==> src/rtl/lenet_pkg.sv <==
// Shared types and defaults for the LeNet batch scheduler.
// Holds the FSM encoding and ping-pong buffer select constants.
package lenet_pkg;

    localparam int IMG_CNT_WIDTH_DEF  = 8;
    localparam int TO_WIDTH_DEF       = 20;
    localparam int TIMEOUT_CYCLES_DEF = 600000;

    // 1: CONV writes d, FC reads c; 0: CONV writes c, FC reads d
    localparam logic MEM_SEL_FC_READS_C = 1'b1;
    localparam logic MEM_SEL_FC_READS_D = 1'b0;

    typedef enum logic [2:0] {
        IDLE,
        SETUP,
        LAUNCH,
        WAIT,
        FINISH
    } state_t;

    function automatic logic epoch_mem_sel(input logic epoch_lsb);
        return epoch_lsb ? MEM_SEL_FC_READS_C : MEM_SEL_FC_READS_D;
    endfunction

endpackage

==> src/rtl/epoch_watchdog.sv <==
// Per-epoch watchdog: counts enabled cycles since the last clear.
// expired is high during the TIMEOUT_CYCLES-th enabled cycle.
module epoch_watchdog
    import lenet_pkg::*;
#(
    parameter int TO_WIDTH       = TO_WIDTH_DEF,
    parameter int TIMEOUT_CYCLES = TIMEOUT_CYCLES_DEF
) (
    input  logic clk,
    input  logic srstn,
    input  logic clear,
    input  logic enable,
    output logic expired
);

    localparam logic [TO_WIDTH-1:0] LAST = TO_WIDTH'(TIMEOUT_CYCLES - 1);
    localparam logic [TO_WIDTH-1:0] ONE  = TO_WIDTH'(1);

    logic [TO_WIDTH-1:0] cnt;

    // Count enabled cycles, holding at the limit so it never wraps.
    always_ff @(posedge clk or negedge srstn) begin
        if (!srstn) begin
            cnt <= '0;
        end else if (clear) begin
            cnt <= '0;
        end else if (enable && cnt != LAST) begin
            cnt <= cnt + ONE;
        end
    end

    assign expired = enable && (cnt == LAST);

endmodule

==> src/rtl/lenet_pipe_scheduler.sv <==
// Batch scheduler: overlaps CONV of image e with FC of image e-1,
// flipping the c/d ping-pong select every epoch.
module lenet_pipe_scheduler
    import lenet_pkg::*;
#(
    parameter int IMG_CNT_WIDTH  = IMG_CNT_WIDTH_DEF,
    parameter int TO_WIDTH       = TO_WIDTH_DEF,
    parameter int TIMEOUT_CYCLES = TIMEOUT_CYCLES_DEF
) (
    input  logic                     clk,
    input  logic                     srstn,
    input  logic                     start,
    input  logic [IMG_CNT_WIDTH-1:0] num_images,
    output logic                     busy,
    output logic                     done,
    output logic                     conv_start,
    input  logic                     conv_done,
    output logic                     fc_go,
    input  logic                     fc1_done,
    input  logic                     fc2_done,
    output logic                     mem_sel,
    output logic [IMG_CNT_WIDTH-1:0] img_conv_idx,
    output logic [IMG_CNT_WIDTH-1:0] img_fc_idx,
    output logic                     err_timeout,
    output logic                     err_protocol
);

    // Epoch count is one bit wider so N+1 epochs never wrap.
    localparam int            EW    = IMG_CNT_WIDTH + 1;
    localparam logic [EW-1:0] E_ONE = EW'(1);

    state_t                   state;
    logic [IMG_CNT_WIDTH-1:0] n_img;
    logic [EW-1:0]            epoch;
    logic [EW-1:0]            epoch_inc;
    logic [EW-1:0]            n_ext;
    logic                     conv_pend;
    logic                     fc_pend;
    logic                     fc1_seen;
    logic                     conv_pend_n;
    logic                     fc_pend_n;
    logic                     has_conv;
    logic                     has_fc;
    logic                     proto_hit;
    logic                     wd_expired;

    assign n_ext       = {1'b0, n_img};
    assign epoch_inc   = epoch + E_ONE;
    assign has_conv    = epoch < n_ext;
    assign has_fc      = epoch != '0;
    assign conv_pend_n = conv_pend && !conv_done;
    assign fc_pend_n   = fc_pend && !fc2_done;

    epoch_watchdog #(
        .TO_WIDTH       (TO_WIDTH),
        .TIMEOUT_CYCLES (TIMEOUT_CYCLES)
    ) u_watchdog (
        .clk     (clk),
        .srstn   (srstn),
        .clear   (state == LAUNCH),
        .enable  (state == WAIT),
        .expired (wd_expired)
    );

    // Flag any done input that arrives outside an open engine job.
    always_comb begin
        proto_hit = 1'b0;
        unique case (state)
            IDLE, SETUP, LAUNCH: begin
                proto_hit = conv_done || fc1_done || fc2_done;
            end
            WAIT: begin
                proto_hit = (conv_done && !conv_pend)
                         || ((fc1_done || fc2_done) && !fc_pend)
                         || (fc2_done && !fc1_seen && !fc1_done);
            end
            default: proto_hit = 1'b0;
        endcase
    end

    // Epoch sequencing, launch pulses, pend tracking and sticky errors.
    always_ff @(posedge clk or negedge srstn) begin
        if (!srstn) begin
            state        <= IDLE;
            n_img        <= '0;
            epoch        <= '0;
            busy         <= 1'b0;
            done         <= 1'b0;
            conv_start   <= 1'b0;
            fc_go        <= 1'b0;
            mem_sel      <= MEM_SEL_FC_READS_D;
            img_conv_idx <= '0;
            img_fc_idx   <= '0;
            conv_pend    <= 1'b0;
            fc_pend      <= 1'b0;
            fc1_seen     <= 1'b0;
            err_timeout  <= 1'b0;
            err_protocol <= 1'b0;
        end else begin
            done       <= 1'b0;
            conv_start <= 1'b0;
            fc_go      <= 1'b0;
            if (proto_hit) begin
                err_protocol <= 1'b1;
            end
            unique case (state)
                IDLE: begin
                    if (start) begin
                        busy         <= 1'b1;
                        n_img        <= num_images;
                        epoch        <= '0;
                        err_timeout  <= 1'b0;
                        err_protocol <= proto_hit;
                        mem_sel      <= epoch_mem_sel(1'b0);
                        img_conv_idx <= '0;
                        img_fc_idx   <= '0;
                        if (num_images == '0) begin
                            state <= FINISH;
                            done  <= 1'b1;
                        end else begin
                            state <= SETUP;
                        end
                    end
                end
                SETUP: begin
                    conv_start <= has_conv;
                    fc_go      <= has_fc;
                    conv_pend  <= has_conv;
                    fc_pend    <= has_fc;
                    fc1_seen   <= 1'b0;
                    state      <= LAUNCH;
                end
                LAUNCH: begin
                    state <= WAIT;
                end
                WAIT: begin
                    if (wd_expired) begin
                        err_timeout <= 1'b1;
                        conv_pend   <= 1'b0;
                        fc_pend     <= 1'b0;
                        done        <= 1'b1;
                        state       <= FINISH;
                    end else begin
                        conv_pend <= conv_pend_n;
                        fc_pend   <= fc_pend_n;
                        if (fc1_done) begin
                            fc1_seen <= 1'b1;
                        end
                        if (!conv_pend_n && !fc_pend_n) begin
                            if (epoch == n_ext) begin
                                done  <= 1'b1;
                                state <= FINISH;
                            end else begin
                                epoch        <= epoch_inc;
                                mem_sel      <= epoch_mem_sel(epoch_inc[0]);
                                img_conv_idx <= epoch_inc[IMG_CNT_WIDTH-1:0];
                                img_fc_idx   <= epoch[IMG_CNT_WIDTH-1:0];
                                state        <= SETUP;
                            end
                        end
                    end
                end
                FINISH: begin
                    busy  <= 1'b0;
                    state <= IDLE;
                end
                default: state <= IDLE;
            endcase
        end
    end

endmodule

==> config.mk <==
export PLATFORM = sky130hd
export DESIGN_NAME = lenet_pipe_scheduler
export DESIGN_NICKNAME = d
export VERILOG_FILES = /design/src/rtl/lenet_pkg.sv /design/src/rtl/epoch_watchdog.sv /design/src/rtl/lenet_pipe_scheduler.sv
export SDC_FILE = /design/constraint.sdc
export NUM_CORES = 1
export LEC_CHECK = 0
export ABC_AREA = 1
export BUFFER_PORTS_ARGS = -buffer_cell sky130_fd_sc_hd__buf_2
export CAP_MARGIN = 20
export CELL_PAD_IN_SITES_DETAIL_PLACEMENT = 2
export CELL_PAD_IN_SITES_GLOBAL_PLACEMENT = 2
export CORE_ASPECT_RATIO = 0.7
export CORE_MARGIN = 2
export CORE_UTILIZATION = 36
export DETAILED_ROUTE_END_ITERATION = 12
export PLACE_DENSITY_LB_ADDON = 0.08
export SLEW_MARGIN = 10
export SYNTH_ARGS = -nofsm -noshare
export SYNTH_HDL_FRONTEND = slang
export SYNTH_SLANG_ARGS = --single-unit
==> constraint.sdc <==
create_clock -name clk -period 2.6 [get_ports clk]
set_input_delay 0.39 -clock clk [delete_from_list [all_inputs] [get_ports clk]]
set_output_delay 0.39 -clock clk [all_outputs]
set_load 0.03 [all_outputs]
==> results.sh, run 1 <==
export IMPL_fin_setup_tns_ns=0
export IMPL_routed_wirelength_mm=11.7
export IMPL_ioPinCount=37
export IMPL_synth_compound_area_frac=0.0368
export IMPL_io_buffers=36
export IMPL_leakage_nw=2.15
export IMPL_synthMuxAreaShare=0
export IMPL_fillers=1108
export IMPL_die_area_um2=10500
export IMPL_area_delta_synth_final_pct=17.4
export IMPL_synth_most_common_cell="nand2_1"
export IMPL_worstPathRequired_ns=2.87
export IMPL_grt_pass1_vias=3694
export IMPL_worst_slack_ns=0.290
export IMPL_timing_rr_end="u_watchdog.cnt[15]"
export IMPL_place_congestion=0.830
export IMPL_setup_viol=0
export IMPL_critical_path_top_delay_family="simple AND/OR/NAND/NOR gates"
export IMPL_drive_above_1_share=0.149
export IMPL_htreeDepth=3
export IMPL_slew_viol_final=0
export IMPL_synth_fp_nets=513
export IMPL_min_period_ns=2.31
export IMPL_ys_dominant_reg_cell="dfrtp_1"
export IMPL_die_h_um=86.1
export IMPL_synth_top_family_by_area="simple AND/OR/NAND/NOR gates"
export IMPL_slew_headroom=0.573
export IMPL_cts_sinks=57
export IMPL_hold_viol=0
export IMPL_cp_slowest_cell="dfrtp_1"
export IMPL_grt_max_degree=33
export IMPL_period_share=0.888
export IMPL_slowest_delay_ns=0.44
export IMPL_start_util=0.376
export IMPL_grt_pass1_wl_mm=19.9
export IMPL_gr_total_overflow=0
export IMPL_drv_cap=0
export IMPL_dr_pass1_iters=4
export IMPL_synthArstFlopShare=1.00
export IMPL_cts_path_max_buffers=2
export IMPL_wire_per_inst_um=17.9
export IMPL_synthAdderAreaFrac=0.0397
export IMPL_viasPerCell=5.06
export IMPL_synth_top_area_share=0.411
export IMPL_ant_nets=0
export IMPL_synthTopCellsByArea="dfrtp_1 (41%), nand2_1 (19%), nor2_1 (7.4%)"
export IMPL_synth_edff_count=0
export IMPL_post_cts_buffers=0
export IMPL_cts_buffers_inserted=9
export IMPL_syn_area_um2=3470
export IMPL_yosysTopAreaCell="dfrtp_1"
export IMPL_crit_path_start_kind="register"
export IMPL_cts_resized=0
export IMPL_regToRegSetupSlack_ns=0.29
export IMPL_grt_use_total=0.251
export IMPL_cpMostUsedCell="nand2_1"
export IMPL_root_buffer="clkbuf_16"
export IMPL_antennaDiodeCount=0
export IMPL_rsz0062_at_grt="no"
export IMPL_max_vdd_ir_drop_mv=0.492
export IMPL_synthXorXnorAreaFrac=0.0404
export IMPL_nNetsFinal=551
export IMPL_synth_cell_types=28
export IMPL_finalPower_mw=3.96
export IMPL_avgSynthCellArea_um2=7.11
export IMPL_post_place_ws_ns=0.320
export IMPL_timing_fmax_ghz=0.433
export IMPL_synth_common_cells="nand2_1 (175), nor2_1 (68), dfrtp_1 (57), nand3_1 (43), inv_1 (39)"
export IMPL_r2r_start="u_watchdog.cnt[0]"
export IMPL_core_area_um2=9220
export IMPL_synth_simple_gate_area_frac=0.390
export IMPL_antenna_found_initial=0
export IMPL_drt_iter0_markers=159
export IMPL_place_hpwl_mm=8.72
export IMPL_synth_cells=488
export IMPL_crit_fanout=19
export IMPL_drc=0
export IMPL_clk_latency_ns=0.33
export IMPL_die_x_um=121
export IMPL_cp_arrival_ns=2.58
export IMPL_dr_total_vias=3312
export IMPL_path_class="reg2reg"
export IMPL_rows=29
export IMPL_hold_buffers=0
export IMPL_yosys_warnings=0
export IMPL_ys_ff_latch=57
export IMPL_hp_class="in2async"
export IMPL_path_cells="ha_1 -> nand3_2 -> nor2_1 -> nand3_1 -> nand2_1 -> nand2_1 -> inv_2 -> nand2_1 -> nand2_1"
export IMPL_status="finished, final reports clean"
export IMPL_worstMarginPinSlew_ns=0.641
export IMPL_end_kind="register"
export IMPL_fin_skew_ns=0.00631
export IMPL_cp_num_buf_inv=1
export IMPL_power_density_nw_per_um2=972
export IMPL_synth_yosys_seq_area_share=0.411
export IMPL_path_clk_slew_ns=0.05
export IMPL_cts_tree="done"
export IMPL_rr_worst_depth=9
[flip-flops by register name, summed over array words and instances (netlist names), 2 cells and up]
name,flops
u_watchdog.cnt,20
img_fc_idx,8
n_img,8
img_conv_idx,7
state,3
epoch,2
[per-stage QoR]
| step | instances | util | instance area [µm²] | hold WS, ns |
|---|---|---|---|---|
| 6_report | 654 | 0.442 | 4070 | 0.0802 |
| 5_1_grt | 654 | 0.442 | 4070 | 0.123 |
| 4_1_cts | 654 | 0.442 | 4070 | 0.104 |
| 3_5_place_dp | 639 | 0.408 | 3760 | 0.457 |
| 3_3_place_gp | 639 | 0.408 | 3760 | 0.437 |
| 2_1_floorplan | 488 | - | 3470 | 0.0944 |
[metal layers]
metal  share of wire  GRT usage  vias up
met2            0.42      0.376       49
li1                -          -     1599
met4          0.0083     0.0585        0
met5               0          0        -
met3           0.032     0.0465        9
met1            0.54      0.374     1655
[worst reg2reg max path, delay by kind of cell, from the launching register on]
kind | cells | cell delay [ns]
simple gates | 7 | 1.13
flops | 1 | 0.44
fa+ha+maj | 1 | 0.36
buf+inv | 1 | 0.32
[area by class of cell]
type	count	area (µm²)	share of cell area
repair buffers	44	253	0.0621
well taps	124	155	0.0381
flip-flops and latches	57	1430	0.350
clock buffers	13	280	0.0688
inverters	44	165	0.0406
clock inverters	2	35.0	0.00860
multi-input cells	370	1760	0.432
[power by group]
part	switching [mW]	total, mW	leakage, nW	internal [mW]
clock network	0.424	1.26	0.158	0.839
registers	0.124	1.18	0.758	1.05
logic	1.12	1.52	1.23	0.394
[cell families after synthesis]
group	count (synthesis)
xor+xnor	16
flops	57
fa+ha+maj	11
compound gates	25
simple gates	318
buf+inv	61
[worst max-delay path by stage]
stage / from / end / cells after the start
floorplan: img_conv_idx[0] / img_fc_idx[0] / 9
global placement: u_watchdog.cnt[0] / u_watchdog.cnt[6] / 8
detailed placement: u_watchdog.cnt[0] / u_watchdog.cnt[6] / 8
CTS: u_watchdog.cnt[0] / u_watchdog.cnt[6] / 8
global route: u_watchdog.cnt[0] / u_watchdog.cnt[15] / 9
finish: u_watchdog.cnt[0] / u_watchdog.cnt[15] / 9
[cells in the final DEF, fill, tap and decap left out, types with 2 or more instances in the layout]
| master | netlist | final |
|---|---|---|
| clkbuf_8 | 0 | 4 |
| nand3_1 | 43 | 43 |
| or2_2 | 6 | 6 |
| buf_4 | 10 | 7 |
| o21ai_0 | 16 | 16 |
| nand4_1 | 5 | 5 |
| nand3b_1 | 3 | 3 |
| xor2_1 | 15 | 15 |
| inv_2 | 5 | 5 |
| nor2_1 | 68 | 68 |
| dfrtp_1 | 57 | 57 |
| nand3_2 | 2 | 2 |
| ha_1 | 11 | 11 |
| nand2_1 | 175 | 175 |
| buf_2 | 3 | 36 |
| nor3_1 | 7 | 7 |
| a21oi_1 | 8 | 8 |
| inv_1 | 39 | 39 |
| clkbuf_16 | 0 | 9 |
| nor2_4 | 2 | 2 |
| nand2_2 | 2 | 2 |
(Power assumes the default switching activity.)
==> inputs of run 2 (changes only) <==
RECOVER_POWER = 25   (was default)
==> results.sh, run 2 (synthesis results as in run 1) <==
export IMPL_cp_slowest_cell="dfrtp_1"
export IMPL_dr_total_vias=3332
export IMPL_fin_setup_tns_ns=0
export IMPL_final_common_cell="nand2_1"
export IMPL_routed_wirelength_mm=11.8
export IMPL_place_hpwl_mm=8.72
export IMPL_cts_sinks=57
export IMPL_slew_headroom=0.0195
export IMPL_largest_reg_flops=20
export IMPL_drc=0
export IMPL_die_h_um=86.1
export IMPL_ioPinCount=37
export IMPL_timing_fmax_ghz=0.433
export IMPL_top_regs="u_watchdog.cnt: 20 flops, img_fc_idx: 8 flops, n_img: 8 flops"
export IMPL_path_clk_slew_ns=0.05
export IMPL_power_density_nw_per_um2=975
export IMPL_core_area_um2=9220
export IMPL_cpMostUsedCell="nand2_1"
export IMPL_setup_viol=0
export IMPL_hp_class="in2reg"
export IMPL_clk_latency_ns=0.33
export IMPL_drv_cap=0
export IMPL_grt_pass1_wl_mm=19.9
export IMPL_nNetsFinal=551
export IMPL_rows=29
export IMPL_slew_viol_final=0
export IMPL_cts_buffers_inserted=9
export IMPL_grt_use_total=0.251
export IMPL_antennaDiodeCount=0
export IMPL_path_class="reg2reg"
export IMPL_fillers=1110
export IMPL_min_period_ns=2.31
export IMPL_drt_iter0_markers=180
export IMPL_crit_path_start_kind="register"
export IMPL_finalPower_mw=3.95
export IMPL_htreeDepth=3
export IMPL_area_delta_synth_final_pct=16.9
export IMPL_cp_arrival_ns=2.58
export IMPL_cts_tree="done"
export IMPL_ant_nets=0
export IMPL_worstMarginPinSlew_ns=1.47
export IMPL_rsz0062_at_grt="no"
export IMPL_leakage_nw=2.14
export IMPL_crit_fanout=19
export IMPL_antenna_found_initial=0
export IMPL_max_vdd_ir_drop_mv=0.492
export IMPL_io_buffers=36
export IMPL_grt_pass1_vias=3694
export IMPL_die_x_um=121
export IMPL_cts_resized=0
export IMPL_cts_path_max_buffers=2
export IMPL_regToRegSetupSlack_ns=0.29
export IMPL_hold_buffers=0
export IMPL_hold_viol=0
export IMPL_largest_register="u_watchdog.cnt"
export IMPL_place_congestion=0.830
export IMPL_dr_pass1_iters=4
export IMPL_final_cell_mix="nand2_1 (175), nor2_1 (68), dfrtp_1 (57)"
export IMPL_worstPathRequired_ns=2.87
export IMPL_start_util=0.376
export IMPL_viasPerCell=5.09
export IMPL_fin_skew_ns=0.00538
export IMPL_post_cts_buffers=0
export IMPL_period_share=0.888
export IMPL_multiInputGateArea_um2=1760
export IMPL_slowest_delay_ns=0.44
export IMPL_status="finished, final reports clean"
export IMPL_grt_max_degree=33
export IMPL_root_buffer="clkbuf_16"
export IMPL_wire_per_inst_um=18.0
export IMPL_gr_total_overflow=0
export IMPL_die_area_um2=10500
export IMPL_drive_above_1_share=0.147
export IMPL_ff_latch_area_um2=1430
export IMPL_end_kind="register"
export IMPL_path_cells="ha_1 -> nand3_2 -> nor2_1 -> nand3_1 -> nand2_1 -> nand2_1 -> inv_2 -> nand2_1 -> nand2_1"
## run 2: cell types whose count changed in the layout (fill, tap and decap cells not counted), sizes merged
cell,delta
clkbuf,+2
buf,-2
## run 2: cell type report
cell class	count	area share
Tap cell	124	0.0382
Sequential cell	57	0.352
Clock inverter	2	0.00864
Clock buffer	13	0.0691
Multi-Input combinational cell	370	0.433
Timing Repair Buffer	44	0.0583
Inverter	44	0.0407
## run 2: path summary, 6_finish.rpt
kind	start	to	depth (start not counted)
min in group asynchronous	srstn	n_img[4]	1
max in group asynchronous	srstn	u_watchdog.cnt[15]	2
min	num_images[4]	n_img[4]	3
min reg2reg	img_fc_idx[7]	img_fc_idx[7]	2
max reg2reg	u_watchdog.cnt[0]	u_watchdog.cnt[15]	9
max	u_watchdog.cnt[0]	u_watchdog.cnt[15]	9
## run 2: through the flow
stage	utilization	cell area (µm²)	setup WS [ns]	cells	hold WS (ns)
2_1_floorplan	-	3470	0.653	488	0.0944
3_3_place_gp	0.408	3760	0.460	639	0.437
3_5_place_dp	0.408	3760	0.320	639	0.457
4_1_cts	0.442	4070	0.282	654	0.104
5_1_grt	0.440	4060	0.0785	654	0.288
6_report	0.440	4060	0.291	654	0.288
## run 2: critical path, delay by kind of cell, from the launching register on
| kind | cells | cell delay [ns] |
|---|---|---|
| and+or+nand+nor | 7 | 1.11 |
| buffers and inverters | 1 | 0.33 |
| DFF | 1 | 0.44 |
| adders and majority gates | 1 | 0.35 |
## run 2: metal layers
layer | up-vias | GRT usage | part of all wire | routed length (µm)
met4 | 0 | 0.0585 | 0.0069 | 81
met5 | - | 0 | 0 | 0
met1 | 1667 | 0.374 | 0.54 | 6320
met3 | 6 | 0.0465 | 0.034 | 402
met2 | 59 | 0.376 | 0.42 | 4960
li1 | 1600 | - | - | -
## run 2: power breakdown
part           internal (mW)  total (mW)  switching, mW
Combinational          0.391        1.52           1.12
Clock                  0.839        1.26          0.424
Sequential              1.05        1.18          0.124
==> inputs of run 3 (changes only) <==
CELL_PAD_IN_SITES_DETAIL_PLACEMENT = 1   (was 2)
CELL_PAD_IN_SITES_GLOBAL_PLACEMENT = 1   (was 2)
CORE_UTILIZATION = 40   (was 36)
SYNTH_HIERARCHICAL = 1   (was default)
==> results.sh, run 3 <==
export IMPL_synthArstFlopShare=1.00
export IMPL_die_x_um=118
export IMPL_hold_buffers=0
export IMPL_grt_pass1_wl_mm=18.5
export IMPL_ys_dominant_reg_cell="dfrtp_1"
export IMPL_grt_max_degree=58
export IMPL_crit_path_start_kind="register"
export IMPL_drv_cap=0
export IMPL_worstMarginPinSlew_ns=1.48
export IMPL_synth_cells=516
export IMPL_status="finished, final reports clean"
export IMPL_area_delta_synth_final_pct=16.7
export IMPL_die_area_um2=9910
export IMPL_gr_total_overflow=0
export IMPL_slew_viol_final=0
export IMPL_avgSynthCellArea_um2=7.07
export IMPL_pwr_share_comb=0.379
export IMPL_place_hpwl_mm=8.25
export IMPL_worstPathRequired_ns=2.87
export IMPL_synth_yosys_seq_area_share=0.391
export IMPL_setup_viol=0
export IMPL_drt_iter0_markers=204
export IMPL_largest_reg_flops=20
export IMPL_synth_top_area_share=0.391
export IMPL_fillers=1193
export IMPL_switching_share=0.414
export IMPL_synth_fp_nets=541
export IMPL_period_share=0.835
export IMPL_htreeDepth=3
export IMPL_regToRegSetupSlack_ns=0.43
export IMPL_fin_util=0.475
export IMPL_min_period_ns=2.17
export IMPL_holdPathStages=3
export IMPL_synth_edff_count=0
export IMPL_leakage_nw=2.25
export IMPL_place_congestion=0.847
export IMPL_largest_register="u_watchdog/cnt"
export IMPL_drive_above_1_share=0.163
export IMPL_cts_tree="done"
export IMPL_post_cts_buffers=0
export IMPL_antenna_found_initial=0
export IMPL_viasPerCell=5.12
export IMPL_routed_wirelength_mm=11.0
export IMPL_rows=29
export IMPL_power_density_nw_per_um2=938
export IMPL_grt_pass1_vias=3529
export IMPL_yosys_warnings=6
export IMPL_cp_arrival_ns=2.44
export IMPL_fin_skew_ns=0.00618
export IMPL_final_cell_mix="nand2_1 (162), nor2_1 (71), nand3_1 (63)"
export IMPL_core_area_um2=8960
export IMPL_max_vdd_ir_drop_mv=0.474
export IMPL_end_kind="register"
export IMPL_timing_fmax_ghz=0.461
export IMPL_nNetsFinal=579
export IMPL_cts_path_max_buffers=2
export IMPL_cts_buffers_inserted=9
export IMPL_path_class="reg2reg"
export IMPL_top_regs="u_watchdog/cnt: 20 flops, img_fc_idx: 8 flops, n_img: 8 flops"
export IMPL_hold_viol=0
export IMPL_ant_nets=0
export IMPL_min_to="n_img[0]"
export IMPL_synth_cell_types=36
export IMPL_ys_ff_latch=57
export IMPL_antennaDiodeCount=0
export IMPL_switchingPower_mw=1.65
export IMPL_power_frac_clock=0.330
export IMPL_clk_latency_ns=0.33
export IMPL_synthTopCellsByArea="dfrtp_1 (39%), nand2_1 (17%), nand3_1 (8.6%)"
export IMPL_hp_class="in2reg"
export IMPL_dr_pass1_iters=4
export IMPL_syn_area_um2=3650
export IMPL_yosysTopAreaCell="dfrtp_1"
export IMPL_timing_rr_end="img_fc_idx[3]"
export IMPL_wire_per_inst_um=16.1
export IMPL_io_buffers=36
export IMPL_grt_use_total=0.237
export IMPL_min_from="num_images[0]"
export IMPL_ioPinCount=37
export IMPL_crit_fanout=17
export IMPL_die_h_um=83.9
export IMPL_p_int_mw=2.34
export IMPL_drc=0
export IMPL_r2r_start="u_watchdog/cnt[1]"
export IMPL_start_util=0.407
export IMPL_dr_total_vias=3498
export IMPL_fin_setup_tns_ns=0
export IMPL_cts_resized=0
export IMPL_synth_common_cells="nand2_1 (162), nor2_1 (71), nand3_1 (63), dfrtp_1 (57), inv_1 (47)"
export IMPL_final_common_cell="nand2_1"
export IMPL_path_clk_slew_ns=0.05
export IMPL_seq_power_share=0.291
export IMPL_root_buffer="clkbuf_16"
export IMPL_slew_headroom=0.0158
export IMPL_rsz0062_at_grt="no"
export IMPL_synth_most_common_cell="nand2_1"
export IMPL_rr_worst_depth=12
export IMPL_cts_sinks=57
[run 3: cell types whose count changed after synthesis, sizes merged, moves of 2 or more]
cell,before,now
or2,6,1
nand3,45,64
a21oi,8,5
o21ai,16,20
nor2,71,78
nand2,178,170
buf,15,18
xor2,15,11
nor3,7,2
a31oi,0,2
inv,44,54
nand4,6,10
[run 3: worst max path at each step]
stage / startpoint / to / slack [ns] / cells past startpoint
floorplan: state[2] / img_conv_idx[0] / 0.20 / 11
global placement: u_watchdog/cnt[1] / img_conv_idx[6] / 0.54 / 12
finish: u_watchdog/cnt[1] / img_fc_idx[3] / 0.43 / 12
detailed placement: u_watchdog/cnt[1] / img_fc_idx[3] / 0.44 / 12
global route: u_watchdog/cnt[1] / img_fc_idx[1] / 0.20 / 12
CTS: u_watchdog/cnt[1] / img_fc_idx[3] / 0.40 / 12
[run 3: cells by family after synthesis]
kind of cell	Yosys count	synth area share
AO/OA/AOI/OAI	30	0.0466
XOR/XNOR	11	0.0264
adder cells (fa/ha/maj)	11	0.0377
buffers and inverters	75	0.0940
flip-flops	57	0.391
AND/OR/NAND/NOR	332	0.404
[run 3: stage by stage]
stage                     area, µm²  hold WS [ns]  instances  power (mW)  worst slack [ns]
after detailed placement       3940         0.423        667        2.67             0.437
after global placement         3940         0.423        667        2.61             0.544
final                          4260         0.275        683        4.00             0.430
after floorplan                3650        0.0944        516        2.29             0.199
after global routing           4260         0.304        683        4.26             0.200
after CTS                      4270        0.0694        683        4.02             0.404
[run 3: area by class of cell]
cell class	instances	area (µm²)	area share
Multi-Input combinational cell	384	1880	0.441
Sequential cell	57	1430	0.335
Timing Repair Buffer	47	260	0.0611
Clock buffer	11	253	0.0594
Inverter	55	206	0.0485
Tap cell	124	155	0.0364
Clock inverter	5	77.6	0.0182
[run 3: routing by layer]
layer,vias to the layer above,GRT usage,wire (µm)
met2,57,0.333,4540
met4,0,0.0537,125
met3,10,0.0478,494
li1,1710,-,-
met1,1721,0.370,5810
met5,-,0,0
[run 3: critical path, stage by stage, from the launching register on]
cell and delay [ns]:
dfrtp_1 0.39, ha_1 0.24, nand2_2 0.09, nor2_4 0.16, nand2_2 0.10, nor4b_1 0.30
buf_4 0.19, nand2_2 0.09, nand2_2 0.11, nor2_4 0.09, nand2_4 0.19, nand2_1 0.09
nand2_1 0.07
[run 3: power groups by stage]
stage	clock [mW]	sequential (mW)	combinational (mW)
finish	1.32	1.16	1.52
global route	1.38	1.18	1.70
CTS	1.34	1.16	1.52
detailed placement	0	1.17	1.50
global placement	0	1.17	1.45
floorplan	0	1.21	1.08
